==> config.mk <==
export PLATFORM = sky130hd
export DESIGN_NAME = branch_rs_sched
export DESIGN_NICKNAME = d
export VERILOG_FILES = /design/src/rtl/branch_rs_sched.sv
export SDC_FILE = /design/constraint.sdc
export NUM_CORES = 1
export LEC_CHECK = 0
export CORE_AREA = 2 2 316 287
export CTS_BUF_LIST = sky130_fd_sc_hd__clkbuf_4
export CTS_CLUSTER_DIAMETER = 60
export DETAILED_ROUTE_END_ITERATION = 16
export DIE_AREA = 0 0 318 289
export GPL_TIMING_DRIVEN = 1
export SYNTH_ARGS = -nofsm -noshare
export SYNTH_HDL_FRONTEND = slang
export SYNTH_SLANG_ARGS = --single-unit
export TNS_END_PERCENT = 50
==> constraint.sdc <==
create_clock -name clk -period 9.3 [get_ports clk]
set_clock_uncertainty 0.2 [all_clocks]
set_input_delay 1.395 -clock clk [delete_from_list [all_inputs] [get_ports clk]]
set_output_delay 1.395 -clock clk [all_outputs]
set_load 0.05 [all_outputs]
==> src/rtl/branch_rs_sched.sv <==
// Branch/jump reservation station: holds dispatched branch ops until both source
// tags are ready, then issues the oldest ready entry to the branch ALU.
module branch_rs_sched #(
    parameter int DEPTH  = 4,
    parameter int PREG_W = 6,
    parameter int ROB_W  = 5,
    parameter int PKT_W  = 128,
    localparam int IDX_W = $clog2(DEPTH),
    localparam int OCC_W = $clog2(DEPTH) + 1
) (
    input  logic              clk,
    input  logic              rst,
    // Handshakes: a transfer happens on a rising edge where valid && ready are
    // both 1; ready never depends on valid in the same cycle.
    input  logic              disp_valid,
    output logic              disp_ready,
    input  logic [ROB_W-1:0]  disp_rob_idx,
    input  logic [PREG_W-1:0] disp_ps1,
    input  logic [PREG_W-1:0] disp_ps2,
    input  logic              disp_ps1_rdy,
    input  logic              disp_ps2_rdy,
    input  logic [PKT_W-1:0]  disp_pkt,
    input  logic              cdb_valid,
    input  logic [PREG_W-1:0] cdb_pd,
    output logic              iss_valid,
    input  logic              iss_ready,
    output logic [ROB_W-1:0]  iss_rob_idx,
    output logic [PREG_W-1:0] iss_ps1,
    output logic [PREG_W-1:0] iss_ps2,
    output logic [PKT_W-1:0]  iss_pkt,
    input  logic              flush,
    output logic [OCC_W-1:0]  occupancy
);

    logic [DEPTH-1:0]  valid_q, valid_d;
    logic [DEPTH-1:0]  rdy1_q, rdy1_d;
    logic [DEPTH-1:0]  rdy2_q, rdy2_d;
    logic [ROB_W-1:0]  rob_q [DEPTH];
    logic [ROB_W-1:0]  rob_d [DEPTH];
    logic [PREG_W-1:0] ps1_q [DEPTH];
    logic [PREG_W-1:0] ps1_d [DEPTH];
    logic [PREG_W-1:0] ps2_q [DEPTH];
    logic [PREG_W-1:0] ps2_d [DEPTH];
    logic [PKT_W-1:0]  pkt_q [DEPTH];
    logic [PKT_W-1:0]  pkt_d [DEPTH];
    // older_q[j][i] is set when entry j was dispatched before entry i.
    logic [DEPTH-1:0]  older_q [DEPTH];
    logic [DEPTH-1:0]  older_d [DEPTH];

    logic [DEPTH-1:0]  elig;
    logic [DEPTH-1:0]  blocked;
    logic [DEPTH-1:0]  sel_oh;
    logic [IDX_W-1:0]  sel_idx;
    logic [IDX_W-1:0]  alloc_idx;
    logic [OCC_W-1:0]  occ;
    logic              do_disp;
    logic              do_iss;

    always_comb begin
        elig    = valid_q & rdy1_q & rdy2_q;
        blocked = '0;
        for (int i = 0; i < DEPTH; i++) begin
            for (int j = 0; j < DEPTH; j++) begin
                if (j != i && elig[j] && older_q[j][i]) begin
                    blocked[i] = 1'b1;
                end
            end
        end
        sel_oh  = elig & ~blocked;
        sel_idx = '0;
        for (int i = 0; i < DEPTH; i++) begin
            if (sel_oh[i]) begin
                sel_idx = IDX_W'(i);
            end
        end
        alloc_idx = '0;
        for (int i = DEPTH - 1; i >= 0; i--) begin
            if (!valid_q[i]) begin
                alloc_idx = IDX_W'(i);
            end
        end
        occ = '0;
        for (int i = 0; i < DEPTH; i++) begin
            occ = occ + OCC_W'(valid_q[i]);
        end
    end

    assign occupancy  = occ;
    assign disp_ready = (occ < OCC_W'(DEPTH)) && !flush;
    assign iss_valid  = (|elig) && !flush;
    assign do_disp    = disp_valid && disp_ready;
    assign do_iss     = iss_valid && iss_ready;

    // Outputs are zeroed when idle so nothing downstream sees stale slot data.
    assign iss_rob_idx = iss_valid ? rob_q[sel_idx] : '0;
    assign iss_ps1     = iss_valid ? ps1_q[sel_idx] : '0;
    assign iss_ps2     = iss_valid ? ps2_q[sel_idx] : '0;
    assign iss_pkt     = iss_valid ? pkt_q[sel_idx] : '0;

    always_comb begin
        valid_d = valid_q;
        rdy1_d  = rdy1_q;
        rdy2_d  = rdy2_q;
        rob_d   = rob_q;
        ps1_d   = ps1_q;
        ps2_d   = ps2_q;
        pkt_d   = pkt_q;
        older_d = older_q;
        if (cdb_valid) begin
            for (int i = 0; i < DEPTH; i++) begin
                if (ps1_q[i] == cdb_pd) rdy1_d[i] = 1'b1;
                if (ps2_q[i] == cdb_pd) rdy2_d[i] = 1'b1;
            end
        end
        if (do_iss) begin
            valid_d[sel_idx] = 1'b0;
        end
        if (do_disp) begin
            valid_d[alloc_idx] = 1'b1;
            rob_d[alloc_idx]   = disp_rob_idx;
            ps1_d[alloc_idx]   = disp_ps1;
            ps2_d[alloc_idx]   = disp_ps2;
            pkt_d[alloc_idx]   = disp_pkt;
            rdy1_d[alloc_idx]  = disp_ps1_rdy || (disp_ps1 == '0) || (cdb_valid && cdb_pd == disp_ps1);
            rdy2_d[alloc_idx]  = disp_ps2_rdy || (disp_ps2 == '0) || (cdb_valid && cdb_pd == disp_ps2);
            // The new entry is younger than every other slot.
            older_d[alloc_idx] = '0;
            for (int j = 0; j < DEPTH; j++) begin
                older_d[j][alloc_idx] = (j != int'(alloc_idx));
            end
        end
        if (flush) begin
            valid_d = '0;
        end
    end

    always_ff @(posedge clk) begin
        if (rst) begin
            valid_q <= '0;
            rdy1_q  <= '0;
            rdy2_q  <= '0;
            for (int i = 0; i < DEPTH; i++) begin
                rob_q[i]   <= '0;
                ps1_q[i]   <= '0;
                ps2_q[i]   <= '0;
                pkt_q[i]   <= '0;
                older_q[i] <= '0;
            end
        end else begin
            valid_q <= valid_d;
            rdy1_q  <= rdy1_d;
            rdy2_q  <= rdy2_d;
            rob_q   <= rob_d;
            ps1_q   <= ps1_d;
            ps2_q   <= ps2_d;
            pkt_q   <= pkt_d;
            older_q <= older_d;
        end
    end

endmodule

==> flow_summary_export.csv <==
group,metric,value,unit
clock_network,cts.sinks,601,
clock_network,root_buffer,"clkbuf_4",
detailed_routing,post-route-drc-count,0,
clock_network,path_clk_slew,0.06,ns
power_and_ir_drop,p_leak,9.45,nW
sta,fin_ws,2.51,ns
floorplan,die_y,289,µm
clock_network,ctsLongestPathBuffers,3,
final_layout,final_common_cell,"nand2_1",
clock_network,cts_buffers,165,
sta,drv_slew,0,
final_layout,area_delta_synth_final,20.0,%
worst_setup_path,path_buf_inv,3,
clock_network,holdBufCountCts,0,
worst_setup_path,cp_common_cell,"buf_4",
final_layout,drive_above_1_share,16.4,%
power_and_ir_drop,power.density,168,mW/mm²
floorplan,io_pins,309,
sta,max_freq,147,MHz
floorplan,fp.coreArea,0.0886,mm²
synth,yosys_warnings,0,
detailed_routing,vias_per_cell,5.06,
placed_design,port_buffers,308,
detailed_routing,routedWlPerCell,18.4,µm
worst_setup_path,cp-start-kind,"flop",
sta,rsz0062_at_grt,"false",
detailed_routing,dr.pass1.iters,5,
floorplan,rows,104,
synth,netlist_area,0.0264,mm²
power_and_ir_drop,p_total,5.33,mW
synth,syn_avg_cell_area,8.12,µm²
synth,synth-async-reset-ratio,0,%
grt,grt_max_degree,209,
clock_network,ctsResizeCount,0,
worst_hold_path,hold_path.class,"reg -> reg",
power_and_ir_drop,vdd_ir_drop_max,0.0841,mV
grt,grt_overflow,0,
detailed_routing,final_antenna_net_count,0,
placed_design,dp.final_hpwl,49700,µm
final_layout,stdcell_count,4758,
synth,syn_nets,3414,
worst_setup_path,crit_path_end,"iss_pkt[64]",
worst_setup_path,cp_slowest_cell,"clkdlybuf4s50_1",
worst_setup_path,critPathArrivalTime,5.20,ns
detailed_routing,drt-total-wl,87600,µm
worst_setup_path,timing.rr.start,"valid_q[1]",
worst_setup_path,critPathKind,"reg -> out",
clock_network,cts_tree,"done",
worst_setup_path,reg2reg_to,"pkt_q[209]",
sta,slew_headroom,21.2,%
clock_network,cts_setup_buffers,0,
synth,synth_edf_count,0,
placed_design,place_congestion,0.772,
synth,ys_ff_latch,601,
placed_design,place_area,0.0296,mm²
clock_network,clk_latency,1.02,ns
flow_run,maxCapViolations,0,
grt,grt_use_total,18.5,%
floorplan,initial_utilization,29.8,%
sta,hold_ws,0.251,ns
sta,finalHoldViolCount,0,
placed_design,place_ws,3.36,ns
final_layout,n_fill_cell,9236,
sta,period_minus_slack,6.79,ns
final_layout,layout_common_cells,"nand2_1, dfxtp_1, a21oi_1",
worst_setup_path,path_depth,8,
grt,antenna_found_initial,12,
sta,period_share,73.1,%
worst_setup_path,critPathTopFamily,"buffers and inverters",
worst_setup_path,r2r_slack,4.62,ns
synth,ys_seq_area_share,45.6,%
floorplan,fp.dieW,318,µm
sta,setup_viol,0,
sta,worst_pin_slew,1.18,ns
detailed_routing,vias,24096,
final_layout,nets,3635,
placed_design,placed_cells,4472,
worst_setup_path,rr_worst_depth,12,
clock_network,cts-htree-levels,4,
synth,synth_top_flop_cell,"dfxtp_1",
worst_setup_path,worstPathRequired,7.71,ns
final_layout,finalInstanceArea,0.0317,mm²
sta,fin_setup_tns,0,ns
status,outcome,"finished, final reports clean",
worst_setup_path,critPathMaxStageDelay,0.86,ns
grt,grt_pass1_wl,135000,µm
detailed_routing,drt_iter0_drc,1854,
final_layout,final_util,35.8,%
synth,syn_inst,3252,
worst_setup_path,path_cells,"nand4_1 -> and4b_4 -> nor3_4 -> buf_4 -> buf_4 -> a22oi_2 -> a21oi_2 -> clkdlybuf4s50_1",
grt,grt_pass1_vias,23183,
worst_setup_path,critPathLaunch,"valid_q[1]",
worst_setup_path,cp_max_fo,39,
floorplan,die_area,0.0919,mm²
worst_setup_path,end_kind,"output port",
synth,yosysUniqueCellTypes,45,
final cells by class:
class                      count  area (µm²)  area share (%)
inverter                       6        22.5          0.0711
timing repair buffer         342        3390            10.7
sequential                   601       12000            38.0
antenna                        5        12.5          0.0395
multi-input combinational   2357       12700            40.1
clock inverter                39         229           0.723
tap                         1166        1460            4.60
clock buffer                 242        1820            5.73
worst min-delay path by stage:
| stage | from | endpoint | slack [ns] | cells past startpoint |
|---|---|---|---|---|
| after global placement | pkt_q[69] | pkt_q[69] | 0.24 | 2 |
| after CTS | pkt_q[78] | pkt_q[78] | 0.25 | 2 |
| after detailed placement | pkt_q[49] | pkt_q[49] | 0.24 | 2 |
| final | pkt_q[78] | pkt_q[78] | 0.25 | 2 |
| after global routing | pkt_q[60] | pkt_q[60] | 0.27 | 2 |
| after floorplan | pkt_q[0] | pkt_q[0] | 0.23 | 2 |
metal layers:
layer	wire length, µm	global-route usage (%)
met5	136	0
met4	1850	6.62
met3	6620	4.91
met2	38700	28.4
met1	40200	24.9
registers in the layout, indices dropped and copies added (netlist names), named ones only:
name / cells
ps1_q: 24
pkt_q: 512
older_q: 3
ps2_q: 24
rdy2_q: 4
rdy1_q: 4
valid_q: 4
rob_q: 20
worst min-delay path: cells and delay by family (launching register included):
family	cells	cell delay (ns)
flops	1	0.30
simple gates	1	0.05
compound gates	1	0.05
power by group:
group | switching [mW] | internal, mW
combinational | 0.183 | 0.123
sequential | 0.0261 | 2.61
clock | 1.15 | 1.24
kinds of logic after synthesis:
| logic type | count (synthesis) | share of synthesized area, % |
|---|---|---|
| adder cells (fa/ha/maj) | 3 | 0.171 |
| buffers and inverters | 294 | 6.56 |
| XOR/XNOR | 60 | 1.99 |
| AO/OA/AOI/OAI | 1041 | 27.2 |
| flip-flops | 601 | 45.6 |
| AND/OR/NAND/NOR | 1252 | 18.5 |
| multiplexers | 1 | 0.0379 |
synth_stat cells, types with 2 or more instances:
| master | number | area, µm² |
|---|---|---|
| buf_1 | 5 | 18.8 |
| o41ai_1 | 2 | 17.5 |
| a22oi_2 | 139 | 1740 |
| xor2_1 | 30 | 263 |
| nand4_1 | 19 | 119 |
| xnor2_1 | 30 | 263 |
| a31oi_1 | 3 | 18.8 |
| o21ai_0 | 6 | 30.0 |
| nor4_1 | 10 | 62.6 |
| ha_1 | 2 | 25.0 |
| and3_1 | 2 | 12.5 |
| nand2_1 | 1165 | 4370 |
| inv_1 | 6 | 22.5 |
| a21oi_1 | 594 | 2970 |
| buf_6 | 31 | 349 |
| nor2_1 | 21 | 78.8 |
| nand3_1 | 8 | 40.0 |
| a21oi_2 | 139 | 1220 |
| nor3_1 | 17 | 85.1 |
| dfxtp_1 | 601 | 12000 |
| clkbuf_1 | 108 | 405 |
| buf_4 | 16 | 120 |
| buf_12 | 11 | 220 |
| buf_2 | 116 | 581 |
| a22oi_1 | 151 | 1130 |
Note: power is estimated with default switching activity, not from simulation.
